--- src/rtl/jtframe_mixer_tdm.sv ---
// jtframe_mixer_tdm
// Time-multiplexed N-channel audio mixer. Each sample strobe snapshots every
// channel. One multiply-accumulate then runs per clock. The sum is scaled by
// 1/16 (4.4 gains), saturated and registered. Gains ramp toward their targets
// between mixes. Clipping is reported through a held peak flag.
//
//   state  | meaning
//   -------+-----------------------------------------------------------
//   S_IDLE | waiting for cen; snapshot channels and start a new mix
//   S_MAC  | one multiply-accumulate per clock, channel r_k
//   S_SAT  | scale the accumulator by 1/16 and clamp it to WOUT bits
//   S_OUT  | publish the result, pulse sample, step gain ramps and peak hold
module jtframe_mixer_tdm #(
   parameter int         CH       = 4,
   parameter int         W        = 16,
   parameter int         WOUT     = 16,
   parameter logic [7:0] RAMP     = 8'h01,
   parameter int         PEAKHOLD = 1024
)(
   input  logic                rst,
   input  logic                clk,
   input  logic                cen,
   input  logic [CH*W-1:0]     ch,
   input  logic [CH*8-1:0]     gain,
   output logic [WOUT-1:0]     mixed,
   output logic                sample,
   output logic                peak,
   output logic                busy,
   output logic                ovr
);

   localparam int KW = (CH > 1) ? $clog2(CH) : 1;
   localparam int PW = W + 9;
   localparam int AW = W + 9 + $clog2(CH);
   localparam int HW = (PEAKHOLD > 0) ? $clog2(PEAKHOLD + 1) : 1;

   localparam logic signed [AW-1:0] C_MAX = AW'((64'sd1 <<< (WOUT-1)) - 64'sd1);
   localparam logic signed [AW-1:0] C_MIN = AW'(-(64'sd1 <<< (WOUT-1)));

   typedef enum logic [1:0] {S_IDLE, S_MAC, S_SAT, S_OUT} state_t;

   state_t                 r_state;
   logic signed [W-1:0]    r_snap [CH];
   logic [7:0]             r_gcur [CH];
   logic [KW-1:0]          r_k;
   logic signed [AW-1:0]   r_acc;
   logic signed [WOUT-1:0] r_sat;
   logic                   r_clip;
   logic [HW-1:0]          r_hold;

   logic [7:0]             w_gnext [CH];
   logic signed [PW-1:0]   w_prod;
   logic signed [AW-1:0]   w_shift;

   // Gain is unsigned 4.4, so it enters the multiply as a positive 9-bit value
   assign w_prod  = PW'(r_snap[r_k]) * PW'($signed({1'b0, r_gcur[r_k]}));
   assign w_shift = r_acc >>> 4;

   // Next ramp value per channel: step toward the target by at most RAMP
   for (genvar gi = 0; gi < CH; gi++) begin : g_ramp
      logic [7:0] w_tgt;
      logic [7:0] w_up;
      logic [7:0] w_dn;
      logic [7:0] w_step_up;
      logic [7:0] w_step_dn;
      assign w_tgt     = gain[gi*8 +: 8];
      assign w_up      = w_tgt - r_gcur[gi];
      assign w_dn      = r_gcur[gi] - w_tgt;
      assign w_step_up = (w_up > RAMP) ? RAMP : w_up;
      assign w_step_dn = (w_dn > RAMP) ? RAMP : w_dn;
      assign w_gnext[gi] = (RAMP == 8'd0)        ? w_tgt :
                           (w_tgt > r_gcur[gi]) ? r_gcur[gi] + w_step_up :
                                                  r_gcur[gi] - w_step_dn;
   end

   // Mix sequencer with registered outputs
   always_ff @(posedge clk or posedge rst) begin
      if (rst) begin
         r_state <= S_IDLE;
         r_k     <= '0;
         r_acc   <= '0;
         r_sat   <= '0;
         r_clip  <= 1'b0;
         r_hold  <= '0;
         mixed   <= '0;
         sample  <= 1'b0;
         peak    <= 1'b0;
         busy    <= 1'b0;
         ovr     <= 1'b0;
         for (int i = 0; i < CH; i++) begin
            r_snap[i] <= '0;
            r_gcur[i] <= '0;
         end
      end else begin
         sample <= 1'b0;
         // busy stays high through S_OUT, so a strobe on the return edge is refused too
         ovr    <= cen & busy;
         case (r_state)
            S_IDLE: begin
               if (cen) begin
                  for (int i = 0; i < CH; i++) begin
                     r_snap[i] <= $signed(ch[i*W +: W]);
                     // Without ramping the gains at the strobe apply to this very mix
                     if (RAMP == 8'd0) r_gcur[i] <= gain[i*8 +: 8];
                  end
                  r_acc   <= '0;
                  r_k     <= '0;
                  busy    <= 1'b1;
                  r_state <= S_MAC;
               end
            end
            S_MAC: begin
               r_acc <= r_acc + AW'(w_prod);
               if (r_k == KW'(CH-1)) r_state <= S_SAT;
               else                  r_k     <= r_k + 1'b1;
            end
            S_SAT: begin
               if (w_shift > C_MAX) begin
                  r_sat  <= WOUT'(C_MAX);
                  r_clip <= 1'b1;
               end else if (w_shift < C_MIN) begin
                  r_sat  <= WOUT'(C_MIN);
                  r_clip <= 1'b1;
               end else begin
                  r_sat  <= WOUT'(w_shift);
                  r_clip <= 1'b0;
               end
               r_state <= S_OUT;
            end
            S_OUT: begin
               mixed  <= r_sat;
               sample <= 1'b1;
               busy   <= 1'b0;
               for (int i = 0; i < CH; i++) r_gcur[i] <= w_gnext[i];
               // Peak stays up while the counter drains and drops once it is already empty
               if (r_clip) begin
                  r_hold <= HW'(PEAKHOLD);
                  peak   <= 1'b1;
               end else if (r_hold != '0) begin
                  r_hold <= r_hold - 1'b1;
               end else begin
                  peak   <= 1'b0;
               end
               r_state <= S_IDLE;
            end
            default: r_state <= S_IDLE;
         endcase
      end
   end

endmodule

--- config.mk ---
export PLATFORM = sky130hd
export DESIGN_NAME = jtframe_mixer_tdm
export DESIGN_NICKNAME = d
export VERILOG_FILES = /design/src/rtl/jtframe_mixer_tdm.sv
export SDC_FILE = /design/constraint.sdc
export NUM_CORES = 1
export LEC_CHECK = 0
export ABC_AREA = 1
export CAP_MARGIN = 20
export CORE_MARGIN = 2
export CORE_UTILIZATION = 45
export CTS_BUF_LIST = sky130_fd_sc_hd__clkbuf_4 sky130_fd_sc_hd__clkbuf_8 sky130_fd_sc_hd__clkbuf_16
export DETAILED_ROUTE_END_ITERATION = 8
export SLEW_MARGIN = 25
export SYNTH_ARGS = -nofsm -noshare
export SYNTH_HDL_FRONTEND = slang
export SYNTH_SLANG_ARGS = --single-unit
--- constraint.sdc ---
create_clock -name clk -period 8.8 [get_ports clk]
set_input_delay 2.2 -clock clk [delete_from_list [all_inputs] [get_ports clk]]
set_output_delay 2.2 -clock clk [all_outputs]
set_load 0.02 [all_outputs]
Word-level counts from Yosys, hierarchy flattened
Index checks and enable logic that the tools add are counted.

ROM bits: 0. Bits in latches: 0. Memory bits (writable): 0. Register bits: 175. Input bits: 99. Memories kept: 0.

Bitwise gates (word level): 2. Multiplexer cells: 37. $mul: 1. Equality and inequality tests: 8. Add/sub/neg operators: 19. Shift operators: 0. Div/mod/pow operators: 0. Reductions and logical operators: 12. Order comparisons: 15.

Operators by type and width (count): two-way mux 8 bit (14); subtractor 8 bit (12); greater-than comparator 8 x 1 -> 1 bit (second input constant) (8); two-way mux 16 bit (4); case mux 27 bit (2 select lines) (1); adder 8 bit (4); binary-select mux 16 bit (select 2 bit) (1); greater-than comparator 8 bit (4); adder 27 x 25 -> 27 bit (1); two-way mux 27 bit (1); multiplier 16 x 9 -> 25 bit (1); greater-than comparator 23 x 16 -> 1 bit (second input constant) (1); < comparator 23 x 16 -> 1 bit (second input constant) (1); two-way mux 11 bit (2); binary-select mux 8 bit (select 2 bit) (1); AND reduction 2 bit (6); nonzero test 11 bit (1); subtractor 11 x 1 -> 11 bit (second input constant) (1); two-way mux 2 bit (4); inequality test 2 bit (second input constant) (4); case mux 2 bit (4 select lines) (1); equality test 2 bit (second input constant) (3); two-way mux 1 bit (6); nonzero test 2 bit (3); 9 further kinds (9).

Logic depth before layout (Yosys ltp)
Depth after elaboration: 7. Gate-level depth with buffers: 30. Depth with buffers taken out: 28.

Worst setup path before layout
No wires, ideal clock.

Path kind: reg-to-reg. Start point: register r_k[0]. End point: register r_acc[26]. Stages on the path, launching flop included: 26. Data arrival time: 5.618 ns. Period minus slack after synthesis: 5.736 ns. Slack: 3.064 ns. Library setup time: 0.118 ns. Required time: 8.682 ns. Path through: dfrtp_1 > buf_2 > inv_2 > buf_2 > nand2_1 > a32oi_1 > inv_1 > nor2_1 > fa_1 > inv_1 > fa_1 > fa_1 > inv_1 > fa_1 > inv_1 > fa_1 > inv_1 > ha_1 > inv_1 > nor3_1 > nand2_1 > or2_2 > nand3_1 > nand2_1 > nand3_1 > nand2_1.

Longest elaborated chain between the ends: 7. Elaborated cells on any way between the ends: 10.

RTL lines: from (decl) (RTL line 45) `logic [KW-1:0] r_k;`; from (signal assigned) (RTL line 115) `else r_k <= r_k + 1'b1;`; inverter 2 -> 3 bit (not written as such) (*) (RTL line 56) `assign w_prod = PW'(r_snap[r_k]) * PW'($signed({1'b0, r_gcur[r_k]}));`; binary-select mux 16 bit (select 2 bit) or binary-select mux 8 bit (select 2 bit) (tied branches) (RTL line 56); two-way mux 16 bit (not written as such) or two-way mux 8 bit (tied branches) (2 in series) (RTL line 56); multiplier 16 x 9 -> 25 bit (*) (RTL line 56); adder 27 x 25 -> 27 bit (*) (RTL line 113) `r_acc <= r_acc + AW'(w_prod);`; case mux 27 bit (2 select lines) (*) (RTL line 98) `case (r_state)`; to (signal assigned) (RTL line 113); to (decl) (RTL line 46) `logic signed [AW-1:0] r_acc;`.

Every way passes the cells marked *; elsewhere a longest branch is shown, timed or not. The select of a mux whose other input is x is not followed. A chain may end at the register's enable or synchronous reset.

Worst setup path after layout
Start point: register r_k[1]. End point: register r_acc[26].

The elaborated chain is that of the path after synthesis.

==> impl_metrics.py <==
metrics = {
    "synthesis": {
        "ys_ff_latch": 175,
        "synth_area_um2": 17400,
        "synth_edf_count": 0,
        "syn-instance-count": 2370,
        "synth-seq-area-share": 0.251,
        "syn_avg_cell_area_um2": 7.35,
        "synth-async-reset-ratio": 1.00,
        "synth_ff_type": "dfrtp_1",
        "yosysWarningCount": 0,
        "ys_types": 49,
    },
    "detailed_routing": {
        "wl_per_cell_um": 15.5,
        "wl_um": 46600,
        "vias": 15300,
        "first_iter_violations": 976,
        "ant_nets": 0,
        "viasPerCell": 5.11,
        "firstDrtPassIters": 5,
        "route.detailed.drc": 0,
    },
    "critical_path": {
        "crit_chain": "inv_2 > a21oi_1 > a32oi_1 > buf_4 > inv_1 > nor2_1 > fa_1 > inv_1 > fa_1 > fa_1 > inv_1 > fa_1 > inv_1 > fa_1 > inv_1 > ha_1 > inv_1 > nor3_1 > nand2_1 > or2_2 > nand3_1 > nand2_1 > nand3_1 > nand2_1",
        "slowest_delay_ns": 0.59,
        "cp.arrival_ns": 7.10,
        "path_buf_inv": 8,
        "required_ns": 9.16,
        "crit_slowest_cell": "fa_1",
        "startpoint_type": "flip-flop",
        "worstPathMaxFanout": 46,
        "path_class": "reg2reg",
        "crit_top_cell": "inv_1",
        "cp-end-kind": "flip-flop",
        "cp_top_family": "adder cells",
    },
    "die": {
        "initial_core_util": 0.453,
        "dieHeight_um": 201,
        "pin_count": 119,
        "core_um2": 38500,
        "die_w_um": 201,
        "row_count": 72,
        "die_area_um2": 40300,
    },
    "layout": {
        "drive_gt1_frac": 0.0339,
        "multi_input_area_um2": 11100,
        "fill_cells": 3869,
        "ff_latch_area_um2": 4380,
        "post-route-util": 0.513,
        "antenna_cells": 0,
        "nNetsFinal": 2861,
        "syn_to_final_growth_pct": 13.3,
        "fin_area_um2": 19700,
    },
    "timing": {
        "fin_tns_setup_ns": 0,
        "drv_slew": 0,
        "hold_violations": 0,
        "whs_ns": 0.478,
        "rsz0062_at_grt": "no",
        "relSlewSlack": 0.426,
        "timing.final.crit_share": 0.765,
        "max_freq_mhz": 148,
        "min_period_ns": 6.74,
        "clock_skew_ns": 0.0127,
        "report.final.setup_viol": 0,
        "max_slew.worst_pin.slew_ns": 0.862,
    },
    "clock_tree": {
        "cts.htree.levels": 4,
        "path_clk_slew_ns": 0.07,
        "cts-root-buf": "clkbuf_16",
        "cts_resized": 0,
        "cts_buffers": 17,
        "cts_buffer_depth": 2,
        "cts_tree": "built",
        "clock-sinks": 175,
        "cts_hold_buffers": 0,
        "clock_latency_ns": 0.47,
        "post-cts-setup-buffer-count": 0,
    },
    "placed_design": {
        "dp_hpwl_um": 37100,
        "placed_area_um2": 19100,
        "finalWeightedCongestion": 0.960,
        "io_buffers": 118,
    },
    "status": {
        "status": "finished clean",
    },
    "grt": {
        "track_usage": 0.243,
        "grt_overflow": 0,
        "grt_pass1_vias": 15600,
        "grt_pass1_wl_um": 79100,
        "antenna_found_initial": 0,
        "grt_max_degree": 99,
    },
    "hold_path": {
        "hp-class": "reg2reg",
    },
    "flow_run": {
        "drv_cap": 0,
    },
}
[registers in the layout, summed over array words and instances (netlist names)]
| register | flops |
|---|---|
| busy | 1 |
| r_state | 2 |
| r_sat | 16 |
| peak | 1 |
| r_hold | 11 |
| ovr | 1 |
| r_snap | 64 |
| mixed | 16 |
| r_gcur | 32 |
| r_clip | 1 |
| r_acc | 27 |
| sample | 1 |
| r_k | 2 |
[synth_stat cells, drive strengths merged (2+ instances only)]
library cell | n | area (um2)
o21bai | 10 | 75.1
nand2 | 649 | 2440
o31ai | 7 | 52.6
o31a | 4 | 35.0
nor3 | 19 | 95.1
a32oi | 21 | 184
clkinv | 2 | 7.51
a21oi | 138 | 691
a31oi | 4 | 25.0
nor4 | 2 | 12.5
a22o | 2 | 17.5
o211ai | 2 | 15.0
fa | 139 | 2780
o21a | 2 | 15.0
dfrtp | 175 | 4380
clkbuf | 27 | 101
nand4 | 27 | 169
nand3 | 92 | 465
ha | 157 | 1960
xor2 | 23 | 201
o21ai | 142 | 729
inv | 459 | 1730
buf | 29 | 155
a211oi | 2 | 15.0
a21boi | 6 | 63.8
or2 | 21 | 131
xnor2 | 3 | 26.3
nor2 | 181 | 684
o22ai | 16 | 100
nand2b | 2 | 12.5
[layout make-up]
| class | count | area share |
|---|---|---|
| Timing Repair Buffer | 130 | 0.0646 |
| Multi-Input combinational cell | 1681 | 0.561 |
| Clock buffer | 19 | 0.0223 |
| Sequential cell | 175 | 0.222 |
| Inverter | 461 | 0.0881 |
| Clock inverter | 13 | 0.00900 |
| Tap cell | 518 | 0.0328 |
[worst reg2reg max path: stages, from the launching register on]
cell and delay [ns]:
dfrtp_1 0.44, inv_2 0.57, a21oi_1 0.13, a32oi_1 0.29
buf_4 0.28, inv_1 0.15, nor2_1 0.26, fa_1 0.45
inv_1 0.26, fa_1 0.59, fa_1 0.59, inv_1 0.08
fa_1 0.54, inv_1 0.06, fa_1 0.50, inv_1 0.04
ha_1 0.34, inv_1 0.11, nor3_1 0.29, nand2_1 0.13
or2_2 0.32, nand3_1 0.09, nand2_1 0.05, nand3_1 0.06
nand2_1 0.05
[cells by family after synthesis]
family | synth area share
AO/OA/AOI/OAI | 0.119
XOR/XNOR | 0.0131
adder cells (fa/ha/maj) | 0.272
buffers and inverters | 0.114
flip-flops | 0.251
other | 0.000215
AND/OR/NAND/NOR | 0.230
[worst paths after layout]
kind	cells after the start	end	slack [ns]	startpoint
setup reg to reg	24	r_acc[26]	2.06	r_k[1]
hold reg to reg	2	r_snap[47]	0.48	r_snap[47]
setup / recovery	24	r_acc[26]	2.06	r_k[1]
min in group asynchronous	2	r_gcur[6]	2.28	rst
hold / removal	2	r_snap[47]	0.48	r_snap[47]
max in group asynchronous	3	r_k[0]	5.32	rst
[per-layer routing]
metal / GRT usage / wire length [um] / share of wire
met5: 0 / 0 / 0
met4: 0.0667 / 934 / 0.020
met3: 0.0323 / 1890 / 0.040
met2: 0.402 / 21500 / 0.46
met1: 0.337 / 22200 / 0.48
[through the flow]
step                      cells  worst slack (ns)
after CTS                  2997              2.07
final                      2997              2.06
after global placement     2965              2.13
after global routing       2997              1.52
after detailed placement   2965              2.10
after floorplan            2373              1.85
[placed cells by master (no fill, tap or decap), drive strengths merged, types with 6 or more instances in the layout]
| cell type | synthesis | routed |
|---|---|---|
| o21ai | 142 | 142 |
| fa | 139 | 139 |
| buf | 29 | 12 |
| xor2 | 23 | 23 |
| o22ai | 16 | 16 |
| nand2 | 649 | 649 |
| o31ai | 7 | 7 |
| a32oi | 21 | 21 |
| nor3 | 19 | 19 |
| inv | 459 | 464 |
| a21oi | 138 | 138 |
| clkdlybuf4s50 | 0 | 118 |
| nand4 | 27 | 27 |
| dfrtp | 175 | 175 |
| clkbuf | 27 | 19 |
| ha | 157 | 157 |
| o21bai | 10 | 10 |
| nor2 | 181 | 181 |
| a21boi | 6 | 6 |
| clkinv | 2 | 6 |
| nand3 | 92 | 92 |
| or2 | 21 | 21 |
Power is not shown: default switching activity piles up to over one toggle a cycle in this logic, so the estimate is an artifact.
==> RTL edit 1, RTL diff (same flow settings) <==
Put one more register stage on the output `mixed`, without a reset. The value now appears one clock later. The other outputs are not delayed to match.
--- a/src/rtl/jtframe_mixer_tdm.sv
+++ b/src/rtl/jtframe_mixer_tdm.sv
@@ -38,6 +38,8 @@
    localparam logic signed [AW-1:0] C_MIN = AW'(-(64'sd1 <<< (WOUT-1)));
 
    typedef enum logic [1:0] {S_IDLE, S_MAC, S_SAT, S_OUT} state_t;
+
+   logic [WOUT-1:0] mixed_s0;
 
    state_t                 r_state;
    logic signed [W-1:0]    r_snap [CH];
@@ -82,7 +84,7 @@
          r_sat   <= '0;
          r_clip  <= 1'b0;
          r_hold  <= '0;
-         mixed   <= '0;
+         mixed_s0 <= '0;
          sample  <= 1'b0;
          peak    <= 1'b0;
          busy    <= 1'b0;
@@ -128,7 +130,7 @@
                r_state <= S_OUT;
             end
             S_OUT: begin
-               mixed  <= r_sat;
+               mixed_s0 <= r_sat;
                sample <= 1'b1;
                busy   <= 1'b0;
                for (int i = 0; i < CH; i++) r_gcur[i] <= w_gnext[i];
@@ -148,5 +150,9 @@
       end
    end
 
+   always_ff @(posedge clk) begin
+      mixed <= mixed_s0;
+   end
+
 endmodule
 
Check against the original RTL: same outputs for any inputs over 10 cycles, from zero or initial values and one cycle with rst high; that may be too few to reach the edited logic, so the function may still have changed.
==> RTL edit 1 against the unedited design <==
Worst setup slack got worse by 140 ps. Wire length grew 1.6%. Count of clock-buffer cells in the layout decreased by 1. Area after synthesis rose by 3.4%. Final area is 2.5% higher. Critical endpoint unchanged. Sequential share of layout area grew 1.0 points. Utilization is 0.29 points lower. Critical path type unchanged. Sequential cell count is 16 higher.
Power is left out: the tool's default activity adds up to more than one toggle a clock period on the data nets, which glitch-free logic cannot reach.
==> RTL edit 1: results (changes against the unedited design) <==
[grt]
grt_start_max_net_pins = 68  ; -31%
grtUsageTotal = 0.238  ; -0.00523
grt_pass1_vias = 15900  ; +1.6%
grt_pass1_wl_mm = 79.0  ; -0.11%
antenna_found_initial = 0  ; unchanged

[min_path]
min_path_type = reg -> reg

[cells_and_area]
final-clk-cell-share = 0.0294  ; -0.00193
fin_nets = 2876  ; +0.52%
top_regs = r_snap x64, r_gcur x32, r_acc x27
multi_input_area_um2 = 11300  ; +2.2%
multi_input_cells = 1693  ; +0.71%
num-fill-cells = 4037  ; +4.3%
inverters_excl_clock = 452  ; -2.0%
ff_latch_area_um2 = 4700  ; +7.3%
instances_no_fill = 3019  ; +0.73%
bufAreaShareNonClock = 0.0614  ; -0.00322
n_clock_buffer = 18  ; -1
num_antenna_cells = 0  ; unchanged
flops_and_latches = 191  ; +9.1%
drive_above_1_share = 0.0537  ; +0.0198
buffers = 126  ; -3.1%

[clock_tree]
numCtsBuffers = 17  ; unchanged
cts_resized = 0  ; unchanged
cts-root-buf = clkbuf_16
cts_setup_buffers = 0  ; unchanged
insertion_delay_ps = 460
cts_htree_levels = 4  ; unchanged
path_clk_slew_ps = 90  ; +20 ps
clock_path_buffers = 2  ; unchanged

[critical_path]
crit_family = adder cells
cp.arrival_ps = 7210  ; +110 ps
crit_path_max_incr_delay_ps = 650  ; +60 ps
cp_slowest_cell = a32oi_2
cp_max_fo = 46  ; unchanged

[synth]
ys_types = 59  ; +20%
synthTopCellsByCount = nand2_1, inv_1, dfrtp_1
syn_inst = 2395  ; +1.1%
ys_seq_area_frac = 0.261  ; +0.00950
ys_warn_count = 0  ; unchanged
synth.area.top_cells = dfrtp_1, fa_1, nand2_1
synth_ff_type = dfrtp_1
postSynth.asyncResetShare = 0.916  ; -0.0838

[place]
portBuffers = 118  ; unchanged
hpwl_mm = 37.9  ; +2.3%
gp_congestion = 0.931  ; -3.1%

[sta]
fin_tns_setup_ps = 0  ; unchanged
tightest_slew_ps = 906  ; +44.2 ps
skew_ps = 20.5  ; +7.83 ps

[detailed_routing]
first_pass_iters = 5  ; unchanged
drtIter0Drc = 1054  ; +8.0%
viasPerCell = 5.10  ; -0.22%
wl_per_cell_um = 15.7  ; +0.87%

[run_status]
status = complete, no violations

==> RTL edit 1: cell types whose count changed after synthesis, sizes merged, moves of 4 or more <==
cell / before / now
a21o: 1 / 6
dfxtp: 0 / 16
clkbuf: 27 / 23
a21oi: 138 / 111
nand3b: 0 / 7
inv: 459 / 450
buf: 29 / 39
o21bai: 10 / 4
nand2: 649 / 682
nor2: 181 / 163
o21ai: 142 / 147
nand3: 92 / 98
a31oi: 4 / 10
==> RTL edit 1: cell families after synthesis <==
kind of cell	after synthesis	share of synthesized area
adder cells (fa/ha/maj)	296	0.263
XOR/XNOR	26	0.0126
other	1	0.000208
flip-flops	191	0.261
AND/OR/NAND/NOR	1029	0.239
buffers and inverters	514	0.112
AO/OA/AOI/OAI	338	0.112
==> RTL edit 1: per-layer routing <==
layer,vias to the layer above,wire length (µm),track usage,part of all wire
met5,-,0,0,0
met4,0,810,0.0619,0.017
met3,40,1890,0.0282,0.040
met2,322,23000,0.406,0.49
met1,7368,21600,0.321,0.46
li1,7653,-,-,-
==> RTL edit 1: worst paths after layout <==
| path | slack [ps] | cells after the start | to | startpoint |
|---|---|---|---|---|
| worst max register to register | 1930 | 22 | r_acc[26] | r_k[1] |
| worst min register to register | 370 | 0 | mixed[4] | mixed_s0[4] |
| max in group asynchronous | 5200 | 3 | r_hold[9] | rst |
| min in group asynchronous | 2230 | 2 | r_snap[48] | rst |
| worst max-delay path | 1930 | 22 | r_acc[26] | r_k[1] |
| worst min-delay path | 370 | 0 | mixed[4] | mixed_s0[4] |
==> RTL edit 1: through the flow <==
step	hold slack (ps)	setup WS (ps)	util	instance area, µm²
global route	371	1420	0.510	20200
detailed placement	357	1950	0.495	19600
CTS	375	1930	0.510	20200
global placement	353	2220	0.495	19600
finish	371	1930	0.510	20200
floorplan	347	1850	-	18000
==> RTL edit 2, RTL diff (config.mk and constraints unchanged) <==
Without the edit above. Change the parameter `PEAKHOLD` from 1024 to 512.
--- a/src/rtl/jtframe_mixer_tdm.sv
+++ b/src/rtl/jtframe_mixer_tdm.sv
@@ -15,7 +15,7 @@
    parameter int         W        = 16,
    parameter int         WOUT     = 16,
    parameter logic [7:0] RAMP     = 8'h01,
-   parameter int         PEAKHOLD = 1024
+   parameter int         PEAKHOLD = 512
 )(
    input  logic                rst,
    input  logic                clk,
Function: same outputs for any inputs over 10 cycles, from zero or initial values and one cycle with rst high; that may be too few to reach the edited logic, so the function may still have changed.
==> RTL edit 2 against the unedited design <==
Area after synthesis is 1.5% higher. Highest routed layer unchanged. Wire length is 0.26% lower. Worst setup slack worse by 130 ps. Sequential cell count is 1 lower. Hold slack worse by 16 ps. First-iteration DRC count is 6.6% lower. Final area is 0.55% higher.
Power is left out: the tool's default activity adds up to more than one toggle a clock period on the data nets, which glitch-free logic cannot reach.
==> RTL edit 2: results (changes against the unedited design) <==
[clock_tree]
clock_path_buffers = 2  ; unchanged
path_clk_slew_ps = 80
cts_setup_buffers = 0  ; unchanged
cts_resized = 0  ; unchanged
cts-root-buf = clkbuf_16

[synth]
synth_top_area_cell = dfrtp_1
ys_seq_area_frac = 0.246  ; -0.00506
ys_types = 52  ; +6.1%
syn_inst = 2378  ; +0.34%
ys_warn_count = 0  ; unchanged
synthTopCellsByCount = nand2_1, inv_1, dfrtp_1
synth.area.top_cells = dfrtp_1, fa_1, nand2_1

[critical_path]
path_class = reg -> reg
cp.arrival_ps = 7210  ; +110 ps
cp_max_fo = 46  ; unchanged
reg2reg_from = r_k[1]
cp_slowest_cell = a32oi_2
crit_path_max_incr_delay_ps = 610  ; +20 ps
r2r_end = r_acc[22]
r2r_cells = 23  ; -4.2%
rrSetupSlack_ps = 1930  ; -130 ps

[sta]
max-slew-margin-rel = 0.449  ; +0.0236
skew_ps = 13.7  ; +0.963 ps

[run_status]
status = complete, no violations

[place]
gp_congestion = 0.932  ; -2.9%
hpwl_mm = 37.1  ; about the same

[min_path]
worstHoldPathCells = 1  ; -1
min_path_type = reg -> reg

[detailed_routing]
via_count = 15200  ; -0.51%
wl_per_cell_um = 15.5  ; -0.26%
drtIter0Drc = 912  ; -6.6%
first_pass_iters = 7  ; +2
routed_wl_mm = 46.4  ; -0.26%

[cells_and_area]
top_regs = r_snap x64, r_gcur x32, r_acc x27
fin_nets = 2861  ; unchanged
num-fill-cells = 3900  ; +0.80%
drive_above_1_share = 0.0512  ; +0.0173

[grt]
grt_start_max_net_pins = 79  ; -20%
grt_pass1_wl_mm = 77.9  ; -1.4%
grtUsageTotal = 0.238  ; -0.00542

-- RTL edit 2: critical path: cells and delay by family, from the launching register on --
| kind | cells | cell delay (ps) |
|---|---|---|
| adders and majority gates | 6 | 3040 |
| AOI/OAI and AO/OA | 3 | 810 |
| DFF | 1 | 440 |
| buffers and inverters | 6 | 1250 |
| and+or+nand+nor | 8 | 1190 |
-- RTL edit 2: logic make-up after synthesis --
family	after synthesis	share of synthesized area
buf+inv	534	0.121
xor+xnor	26	0.0129
flops	174	0.246
other cells	1	0.000212
fa+ha+maj	296	0.268
compound gates	348	0.116
simple gates	999	0.236
-- RTL edit 2: area by class of cell --
class | instances | share of cell area
Clock buffer | 17 | 0.0214
Clock inverter | 15 | 0.00756
Inverter | 470 | 0.0891
Multi-Input combinational cell | 1673 | 0.565
Sequential cell | 174 | 0.219
Tap cell | 518 | 0.0326
Timing Repair Buffer | 130 | 0.0644
-- RTL edit 2: layer usage --
metal | global-route usage | wire [µm]
met4 | 0.0592 | 752
met5 | 0 | 0
met1 | 0.332 | 22400
met3 | 0.0314 | 1780
met2 | 0.392 | 21500
-- RTL edit 2: worst min-delay path by stage --
stage,startpoint,to,slack [ps]
floorplan,r_hold[5],r_hold[5],430
global placement,r_hold[5],r_hold[5],450
detailed placement,r_hold[5],r_hold[5],460
CTS,r_hold[5],r_hold[5],470
global route,r_hold[5],r_hold[5],490
finish,r_hold[5],r_hold[5],460
-- RTL edit 2: stage by stage --
stage	setup WS (ps)	instance area (µm²)	utilization	hold WS, ps
2_1_floorplan	1880	17700	-	435
3_3_place_gp	2190	19300	0.497	451
3_5_place_dp	1980	19300	0.497	458
4_1_cts	1940	19800	0.512	468
5_1_grt	1380	19900	0.513	495
6_report	1930	19900	0.513	462
